## config.mk

```make
export PLATFORM = sky130hd
export DESIGN_NAME = ide_pio_timing
export DESIGN_NICKNAME = d
export VERILOG_FILES = /design/src/rtl/ide_pio_timing.sv
export SDC_FILE = /design/constraint.sdc
export NUM_CORES = 1
export LEC_CHECK = 0
export ABC_AREA = 1
export CAP_MARGIN = 20
export CORE_MARGIN = 1
export CORE_UTILIZATION = 40
export CTS_CLUSTER_SIZE = 10
export DETAILED_ROUTE_END_ITERATION = 10
export HOLD_SLACK_MARGIN = 0.12
export PLACE_DENSITY = 0.58
export SYNTH_ARGS = -nofsm -noshare
export SYNTH_HDL_FRONTEND = slang
export SYNTH_SLANG_ARGS = --single-unit
```

## constraint.sdc

```tcl
create_clock -name CLKCPU -period 3.7 [get_ports CLKCPU]
set_input_delay 0.74 -clock CLKCPU [delete_from_list [all_inputs] [get_ports CLKCPU]]
set_output_delay 0.74 -clock CLKCPU [all_outputs]
set_load 0.1 [all_outputs]
```

## src/rtl/ide_pio_timing.sv

```systemverilog
// ATA PIO strobe sequencer: turns a decoded 68020 IDE cycle into timed IDECS/IOR/IOW strobes.
// Latency (defaults, no IORDY wait): request sampled edge 0, IDECS low edge 1, strobe edges 3-8, ACK low from edge 10.
// Backpressure: IORDY low stretches the strobe (bounded by T_WAITMAX); ACK is held until AS20 returns high.
//
// Ports:
//   CLKCPU   in   CPU clock; all state changes on its rising edge
//   RESET    in   asynchronous, active-high; forces every output inactive at once
//   AS20     in   CPU address strobe, active low
//   RW20     in   1 = read, 0 = write (latched at cycle start)
//   IDE_SEL  in   IDE region decode, active low
//   A12      in   chip-select choice: 0 -> IDECS[0], 1 -> IDECS[1] (latched at cycle start)
//   IORDY    in   drive ready, low extends the strobe; double-flopped here
//   IDECS    out  drive chip selects, active low
//   IOR/IOW  out  read / write strobes, active low
//   DATA_LE  out  one-cycle high pulse during the final read strobe cycle
//   ACK      out  active-low cycle-complete indication for the DSACK logic
//   TIMEOUT  out  sticky flag: IORDY wait limit reached; cleared when the next cycle starts

module ide_pio_timing #(
  parameter int unsigned T_SETUP   = 2,
  parameter int unsigned T_ACTIVE  = 6,
  parameter int unsigned T_HOLD    = 1,
  parameter int unsigned T_RECOVER = 3,
  parameter int unsigned T_WAITMAX = 15,
  parameter int unsigned CW        = 4
) (
  input  logic       CLKCPU,
  input  logic       RESET,
  input  logic       AS20,
  input  logic       RW20,
  input  logic       IDE_SEL,
  input  logic       A12,
  input  logic       IORDY,
  output logic [1:0] IDECS,
  output logic       IOR,
  output logic       IOW,
  output logic       DATA_LE,
  output logic       ACK,
  output logic       TIMEOUT
);

  // Zero-length setup/active/hold phases would let a strobe overlap a chip-select edge,
  // so they are stretched to one cycle. Recovery may legitimately be zero.
  localparam int unsigned TS_EFF = (T_SETUP  == 0) ? 1 : T_SETUP;
  localparam int unsigned TA_EFF = (T_ACTIVE == 0) ? 1 : T_ACTIVE;
  localparam int unsigned TH_EFF = (T_HOLD   == 0) ? 1 : T_HOLD;

  // Each phase counter runs 0 .. LAST, so a phase lasts LAST+1 cycles.
  localparam logic [CW-1:0] SETUP_LAST   = CW'(TS_EFF - 1);
  localparam logic [CW-1:0] ACTIVE_LAST  = CW'(TA_EFF - 1);
  localparam logic [CW-1:0] HOLD_LAST    = CW'(TH_EFF - 1);
  localparam logic [CW-1:0] RECOVER_LAST = CW'((T_RECOVER == 0) ? 0 : T_RECOVER - 1);
  localparam logic [CW-1:0] WAIT_MAX     = CW'(T_WAITMAX);

  typedef enum logic [2:0] {
    ST_IDLE,
    ST_SETUP,
    ST_STROBE,
    ST_HOLD,
    ST_ACK,
    ST_RECOVER
  } state_t;

  // Where a finished or abandoned cycle goes: straight back to IDLE when no recovery is wanted.
  localparam state_t AFTER_CYCLE = (T_RECOVER == 0) ? ST_IDLE : ST_RECOVER;

  state_t        state, state_nxt;
  logic [CW-1:0] cnt, cnt_nxt;          // phase length counter
  logic [CW-1:0] wait_cnt, wait_nxt;    // extra strobe cycles spent waiting for IORDY
  logic          cyc_rw, rw_nxt;        // direction of the cycle in flight
  logic          cyc_a12, a12_nxt;      // chip select of the cycle in flight
  logic          aborted, abort_nxt;    // AS20 withdrawn before completion: skip ACK
  logic          timeout_nxt;

  // IORDY synchroniser
  logic iordy_meta;
  logic iordy_sync;

  // Request sample register: the cycle start is decided one edge after the request is
  // seen, which also gives the latched RW/A12 a full cycle to settle.
  logic req_q;
  logic rw_q;
  logic a12_q;

  // Next values of the registered outputs
  logic [1:0] idecs_nxt;
  logic       ior_nxt;
  logic       iow_nxt;
  logic       data_le_nxt;
  logic       ack_nxt;
  logic       cs_on;
  logic       stb_on;

  always_ff @(posedge CLKCPU or posedge RESET) begin
    if (RESET) begin
      iordy_meta <= 1'b1;
      iordy_sync <= 1'b1;
      req_q      <= 1'b0;
      rw_q       <= 1'b1;
      a12_q      <= 1'b0;
    end else begin
      iordy_meta <= IORDY;
      iordy_sync <= iordy_meta;
      req_q      <= ~AS20 & ~IDE_SEL;
      rw_q       <= RW20;
      a12_q      <= A12;
    end
  end

  always_ff @(posedge CLKCPU or posedge RESET) begin
    if (RESET) begin
      state    <= ST_IDLE;
      cnt      <= '0;
      wait_cnt <= '0;
      cyc_rw   <= 1'b1;
      cyc_a12  <= 1'b0;
      aborted  <= 1'b0;
      TIMEOUT  <= 1'b0;
      IDECS    <= 2'b11;
      IOR      <= 1'b1;
      IOW      <= 1'b1;
      DATA_LE  <= 1'b0;
      ACK      <= 1'b1;
    end else begin
      state    <= state_nxt;
      cnt      <= cnt_nxt;
      wait_cnt <= wait_nxt;
      cyc_rw   <= rw_nxt;
      cyc_a12  <= a12_nxt;
      aborted  <= abort_nxt;
      TIMEOUT  <= timeout_nxt;
      IDECS    <= idecs_nxt;
      IOR      <= ior_nxt;
      IOW      <= iow_nxt;
      DATA_LE  <= data_le_nxt;
      ACK      <= ack_nxt;
    end
  end

  always_comb begin
    state_nxt   = state;
    cnt_nxt     = cnt;
    wait_nxt    = wait_cnt;
    rw_nxt      = cyc_rw;
    a12_nxt     = cyc_a12;
    abort_nxt   = aborted;
    timeout_nxt = TIMEOUT;

    case (state)
      ST_IDLE: begin
        if (req_q) begin
          state_nxt   = ST_SETUP;
          cnt_nxt     = '0;
          wait_nxt    = '0;
          rw_nxt      = rw_q;
          a12_nxt     = a12_q;
          abort_nxt   = 1'b0;
          timeout_nxt = 1'b0;
        end
      end

      ST_SETUP: begin
        if (AS20) begin
          // No strobe issued yet: drop the chip select and recover.
          state_nxt = AFTER_CYCLE;
          cnt_nxt   = '0;
          abort_nxt = 1'b1;
        end else if (cnt >= SETUP_LAST) begin
          state_nxt = ST_STROBE;
          cnt_nxt   = '0;
          wait_nxt  = '0;
        end else begin
          cnt_nxt = cnt + 1'b1;
        end
      end

      ST_STROBE: begin
        if (AS20) begin
          // Strobe released on this edge; chip select still gets its hold time.
          state_nxt = ST_HOLD;
          cnt_nxt   = '0;
          abort_nxt = 1'b1;
        end else if (cnt < ACTIVE_LAST) begin
          cnt_nxt = cnt + 1'b1;
        end else if (iordy_sync) begin
          state_nxt = ST_HOLD;
          cnt_nxt   = '0;
        end else if (wait_cnt >= WAIT_MAX) begin
          state_nxt   = ST_HOLD;
          cnt_nxt     = '0;
          timeout_nxt = 1'b1;
        end else begin
          wait_nxt = wait_cnt + 1'b1;
        end
      end

      ST_HOLD: begin
        if (cnt >= HOLD_LAST) begin
          state_nxt = aborted ? AFTER_CYCLE : ST_ACK;
          cnt_nxt   = '0;
        end else begin
          cnt_nxt = cnt + 1'b1;
        end
      end

      ST_ACK: begin
        if (AS20) begin
          state_nxt = AFTER_CYCLE;
          cnt_nxt   = '0;
        end
      end

      ST_RECOVER: begin
        if (cnt >= RECOVER_LAST) begin
          state_nxt = ST_IDLE;
          cnt_nxt   = '0;
        end else begin
          cnt_nxt = cnt + 1'b1;
        end
      end

      default: begin
        state_nxt = ST_IDLE;
        cnt_nxt   = '0;
        wait_nxt  = '0;
      end
    endcase

    // Outputs are registered from the next state so they change on the same edge as the FSM.
    cs_on  = (state_nxt == ST_SETUP) || (state_nxt == ST_STROBE) || (state_nxt == ST_HOLD);
    stb_on = (state_nxt == ST_STROBE);

    idecs_nxt = 2'b11;
    if (cs_on) begin
      idecs_nxt = a12_nxt ? 2'b01 : 2'b10;
    end

    ior_nxt = ~(stb_on & rw_nxt);
    iow_nxt = ~(stb_on & ~rw_nxt);
    ack_nxt = ~(state_nxt == ST_ACK);

    // DATA_LE must be high during the final strobe cycle, which is only decided at that
    // cycle's closing edge. The value the FSM will see there is what sits in iordy_meta
    // now, so the last cycle can be identified one edge early. A withdrawal of AS20
    // landing exactly on that closing edge cannot be foreseen; the data is valid anyway.
    data_le_nxt = stb_on & rw_nxt & (cnt_nxt >= ACTIVE_LAST)
                & (iordy_meta | (wait_nxt >= WAIT_MAX));
  end

endmodule

```

==> qor.yml, run 1 <==
timing:
  fmax_mhz: 368
  finalSetupViolCount: 0
  rsz0062_at_grt: "false"
  min_period_over_period_pct: 73.5
  fin_skew_ns: 0.00359
  relSlewSlack_pct: 35.1
  slew_viol_final: 0
  tightest_slew_ns: 0.970
  post-route-min-period_ns: 2.72
  hold_viol: 0
  setup_tns_ns: 0
layout:
  final_cell_mix: "nand2_1 (54), inv_1 (29), dfrtp_1 (17), nor2_1 (17), clkdlybuf4s50_1 (13)"
  finish.utilization_pct: 48.1
  area_growth_pct: 15.3
  finalInstanceArea_mm2: 0.00160
  nNetsFinal: 206
  insertedDiodeCount: 0
  final_common_cell: "nand2_1"
  drive_gt1_share_pct: 9.33
detailed_routing:
  vias: 1120
  detail-route-antenna-nets: 0
  wl_per_cell_um: 11.3
  firstDrtPassIters: 4
  first_iter_violations: 57
  routed_wl_mm: 2.71
  viasPerCell: 4.69
  drc_errors: 0
clock_network:
  cts.sinks: 26
  holdBufCountCts: 0
  cts_setup_buffers: 0
  cts-root-buf: "clkbuf_4"
  cts_buffer_depth: 2
  path_clk_slew_ns: 0.13
  cts_resized: 0
  cts_tree: "done"
  clk_latency_ns: 0.31
  htree_levels: 1
  cts_buffers: 3
synthesis:
  yosysWarnings: 0
  synth.distinct_cells: 24
  synth_top_area_share_pct: 30.6
  yosysSeqAreaShare_pct: 47.6
  yosys-top-cells-area: "dfrtp_1 (31%), dfstp_2 (17%), nand2_1 (15%)"
  synth_fp_nets: 189
  synth_area_mm2: 0.00139
  synth_area_leader_cell: "dfrtp_1"
  syn_inst: 177
  synth_seq_cells: 26
  syn_avg_cell_area_um2: 7.86
floorplanning:
  initial_utilization_pct: 41.7
  coreArea_mm2: 0.00334
  die_x_um: 61.0
  io_pins: 14
  die_h_um: 61.0
  die_area_mm2: 0.00372
  rows: 21
setup_path:
  cp_max_fo: 1
  crit_type: "flop to output port"
  cp_cell_sequence: "clkdlybuf4s50_1"
  worstSetupEndpointType: "output port"
  cpPeakStageDelay_ns: 1.12
  crit_slowest_cell: "clkdlybuf4s50_1"
  arrival_ns: 1.98
  cp-start-kind: "flop"
  cpLargestDelayFamily: "buffers and inverters"
  timing.critical_path.buf_inv: 1
  worstPathRequired_ns: 2.96
grt:
  grt_pass1_wl_mm: 4.35
  antenna_found_initial: 0
  grt_util_all_layers_pct: 16.0
  grt_overflow: 0
  grt_start_max_net_pins: 27
  grt_pass1_vias: 945
placement:
  port_buffers: 13
  globalplace.congestion: 0.840
  hpwl_mm: 2.15
  dpl_cell_area_mm2: 0.00157
hold_path:
  hp-class: "flop to flop"
status:
  status: "completed"
pwr:
  p_leak_nw: 0.806
  ir_drop_mv: 0.292
  p_per_area_mw_per_mm2: 704
run:
  drv_cap: 0
==> report_power, final <==
group	switching [mW]	internal, mW
clock network	0.0788	0.0601
registers	0.0569	0.362
logic	0.401	0.171
total	0.536	0.593
==> area by class of cell <==
class	count	area (um^2)
clock buffers	4	36.3
multi-input cells	120	606
fillers	337	1730
inverters	30	113
flip-flops and latches	26	662
repair buffers	13	130
well taps	46	57.6
==> per-stage QoR <==
stage / setup WS (ns) / hold slack, ns / std cells / total power, mW
2_1_floorplan: 2.00 / 0.354 / 177 / 0.878
6_report: 0.981 / 0.380 / 239 / 1.13
3_3_place_gp: 1.32 / 0.359 / 235 / 0.987
4_1_cts: 0.958 / 0.382 / 239 / 1.14
3_5_place_dp: 1.30 / 0.362 / 235 / 0.993
5_1_grt: 0.919 / 0.388 / 239 / 1.22
==> flip-flops by register name (all words and copies together), names as in the netlist, 2 cells and up <==
name	cells
state	3
wait_cnt	4
cnt	4
IDECS	2
==> per-layer routing <==
layer / up-vias / share of wire, % / global-route usage [%]
met2: 12 / 49 / 26.2
met1: 518 / 48 / 21.4
met3: 2 / 2.2 / 3.20
li1: 588 / - / -
met5: - / 0 / 0
met4: 0 / 0.70 / 4.87
==> Yosys cell counts <==
master    instances
a21oi_1           4
a31oi_1           1
buf_6             1
dfrtp_1          17
dfstp_2           9
ha_1              5
inv_1            29
inv_2             1
nand2_1          54
nand3_1          12
nand3b_1          2
nand4_1           6
nor2_1           17
nor2_4            1
nor3_1            2
nor3_2            1
o21a_1            1
o21ai_0           6
o21ai_4           1
o22ai_1           1
o31ai_1           1
or2_1             1
or2_2             1
xor2_1            3
==> final timing paths <==
path	from	to	slack, ns	depth (start not counted)
max	IDECS[0]	IDECS[0]	0.98	1
min	iordy_meta	iordy_sync	0.38	0
max reg2reg	cnt[0]	DATA_LE	1.75	12
min reg2reg	iordy_meta	iordy_sync	0.38	0
max in group asynchronous	RESET	state[0]	2.20	2
min in group asynchronous	RESET	DATA_LE	0.92	2
==> kinds of logic after synthesis <==
| group | after synthesis | synth area share [%] |
|---|---|---|
| xor+xnor | 3 | 1.89 |
| simple gates | 97 | 30.4 |
| flops | 26 | 47.6 |
| fa+ha+maj | 5 | 4.50 |
| buf+inv | 31 | 8.90 |
| compound gates | 15 | 6.75 |
No activity file was read; power rests on OpenSTA's default activity.
==> inputs of run 2 (changes only) <==
--- a/config.mk
+++ b/config.mk
@@ -12,7 +12,7 @@
 export CTS_CLUSTER_SIZE = 10
 export DETAILED_ROUTE_END_ITERATION = 10
 export HOLD_SLACK_MARGIN = 0.12
-export PLACE_DENSITY = 0.58
+export PLACE_DENSITY = 0.61
 export SYNTH_ARGS = -nofsm -noshare
 export SYNTH_HDL_FRONTEND = slang
 export SYNTH_SLANG_ARGS = --single-unit
==> constraint.sdc (replaced) <==
create_clock -name CLKCPU -period 2.2 [get_ports CLKCPU]
set_input_delay 0.44 -clock CLKCPU [delete_from_list [all_inputs] [get_ports CLKCPU]]
set_output_delay 0.44 -clock CLKCPU [all_outputs]
set_load 0.1 [all_outputs]
==> qor.yml, run 2 (same netlist as run 1, synthesis figures left out) <==
status:
  status: "completed"  # unchanged
layout:
  area_growth_pct: 16.5  # was 15.3%
  finish.utilization_pct: 48.6  # was 48.1%
  final_common_cell: "nand2_1"  # unchanged
  nNetsFinal: 208  # was 206
  fillCellCount: 327  # was 337
  reg_top3: "cnt x4, wait_cnt x4, state x3"  # unchanged
  instances_no_fill: 241  # was 239
  drive_gt1_share_pct: 14.9  # was 9.33%
  finalInstanceArea_mm2: 0.00162  # was 0.00160 mm^2
  final_cell_mix: "nand2_1 (54), inv_1 (29), nor2_1 (17)"  # was nand2_1 (54), inv_1 (29), dfrtp_1 (17), nor2_1 (17), clkdlybuf4s50_1 (13)
  insertedDiodeCount: 0  # unchanged
grt:
  grt_util_all_layers_pct: 16.2  # was 16.0%
  grt_pass1_wl_mm: 4.41  # was 4.35 mm
  antenna_found_initial: 0  # unchanged
  grt_start_max_net_pins: 27  # unchanged
  grt_overflow: 0  # unchanged
  grt_pass1_vias: 1027  # was 945
pwr:
  p_leak_nw: 0.824  # was 0.806 nW
  switching_share_pct: 45.3  # was 47.5%
  total_power_mw: 1.99  # was 1.13 mW
  p_per_area_mw_per_mm2: 1230  # was 704 mW/mm^2
  combPwrFrac_pct: 48.4  # was 50.6%
  seqPwrFrac_pct: 35.2  # was 37.1%
  p_int_mw: 1.09  # was 0.593 mW
  clkPwrFrac_pct: 16.4  # was 12.3%
  switchingPower_mw: 0.899  # was 0.536 mW
  ir_drop_mv: 0.501  # was 0.292 mV
clock_network:
  cts_resized: 0  # unchanged
  htree_levels: 1  # unchanged
  clk_latency_ns: 0.32  # was 0.31 ns
  path_clk_slew_ns: 0.14  # was 0.13 ns
  cts-root-buf: "clkbuf_4"  # unchanged
  cts_tree: "done"  # unchanged
  cts_setup_buffers: 0  # unchanged
  cts_buffers: 3  # unchanged
  holdBufCountCts: 0  # unchanged
  cts_buffer_depth: 2  # unchanged
  cts.sinks: 26  # unchanged
setup_path:
  cp_cell_sequence: "inv_1 > ha_2 > nand2_1 > nor2_1 > nand2_1 > nand2_1 > nand2_1 > nand2_1 > nand2_1 > nand2_1 > inv_1 > nand2_1 > nand2_1 > nand2_1 > nand2_1 > nor2_1"  # was clkdlybuf4s50_1
  worstSetupEndpointType: "flop"  # was output port
  cpPeakStageDelay_ns: 0.47  # was 1.12 ns
  cp-start-kind: "flop"  # unchanged
  cp_max_fo: 6  # was 1
  arrival_ns: 2.15  # was 1.98 ns
  cpLargestDelayFamily: "simple AND/OR/NAND/NOR gates"  # was buffers and inverters
  crit_slowest_cell: "dfrtp_2"  # was clkdlybuf4s50_1
  crit_type: "flop to flop"  # was flop to output port
  timing.critical_path.buf_inv: 2  # was 1
  worstPathRequired_ns: 2.47  # was 2.96 ns
  cp_common_cell: "nand2_1"
timing:
  worst_slack_ns: 0.319  # was 0.981 ns
  fin_skew_ns: 0.00284  # was 0.00359 ns
  min_period_over_period_pct: 85.5
  fmax_mhz: 532
  rsz0062_at_grt: "false"  # unchanged
  post-route-min-period_ns: 1.88
  slew_viol_final: 0  # unchanged
  setup_tns_ns: 0  # unchanged
  tightest_slew_ns: 0.321  # was 0.970 ns
  hold_viol: 0  # unchanged
  hold_slack_ns: 0.383  # was 0.380 ns
  finalSetupViolCount: 0  # unchanged
  relSlewSlack_pct: 78.6  # was 35.1%
placement:
  globalplace.congestion: 0.827  # was 0.840
  dpl_cell_area_mm2: 0.00157  # about the same
  place_ws_ns: 0.0965  # was 1.30 ns
  port_buffers: 13  # unchanged
  placed_cells: 237  # was 235
  hpwl_mm: 2.05  # was 2.15 mm
floorplanning:
  die_h_um: 61.0  # unchanged
  io_pins: 14  # unchanged
  rows: 21  # unchanged
  die_area_mm2: 0.00372  # unchanged
  die_x_um: 61.0  # unchanged
  initial_utilization_pct: 41.7  # unchanged
  coreArea_mm2: 0.00334  # unchanged
detailed_routing:
  top_layer_used: "met4"  # unchanged
  wl_met2_mm: 1.25  # was 1.33 mm
  firstDrtPassIters: 4  # unchanged
  viasPerCell: 4.71  # was 4.69
  routed_wl_mm: 2.63  # was 2.71 mm
  first_iter_violations: 54  # was 57
  wl_met3_um: 117  # was 60 um
  vias: 1135  # was 1120
  drc_errors: 0  # unchanged
  wl_per_cell_um: 10.9  # was 11.3 um
  detail-route-antenna-nets: 0  # unchanged
  m1WireLength_mm: 1.24  # was 1.31 mm
hold_path:
  hp-class: "flop to flop"  # unchanged
run:
  drv_cap: 0  # unchanged
run 2: cell count changes in the layout (fill, tap and decap cells not counted):
cell             previous run  this run
buf_4                       0         9
clkdlybuf4s50_1            13         6
bufinv_16                   0         1
clkbuf_8                    1         0
dfrtp_1                    17        16
dfrtp_2                     0         1
ha_1                        5         4
ha_2                        0         1
run 2: worst paths after layout:
path	start	to	slack (ns)	cells after the start
max	cnt[0]	DATA_LE	0.32	16
min	iordy_meta	iordy_sync	0.38	0
max reg2reg	cnt[0]	DATA_LE	0.32	16
min reg2reg	iordy_meta	iordy_sync	0.38	0
max in group asynchronous	RESET	IDECS[1]	1.46	3
min in group asynchronous	RESET	wait_cnt[2]	0.45	3
run 2: per-layer routing:
layer / track usage (%) / up-vias
met2: 26.1 / 30
met1: 21.8 / 514
li1: - / 589
met3: 3.20 / 2
met4: 5.84 / 0
met5: 0 / -
run 2: power groups by stage:
stage	logic, mW	registers, mW	clock network [mW]
global route	1.08	0.715	0.359
detailed placement	0.959	0.707	0
CTS	0.962	0.698	0.344
floorplan	0.606	0.870	0
finish	0.961	0.699	0.327
global placement	0.953	0.705	0
run 2: final cells by class:
class,instances,area (um^2),share of cell area [%]
Clock inverter,1,30.0,1.85
Timing Repair Buffer,15,128,7.87
Tap cell,46,57.6,3.55
Inverter,30,113,6.94
Clock buffer,3,22.5,1.39
Multi-Input combinational cell,120,608,37.5
Sequential cell,26,663,40.9
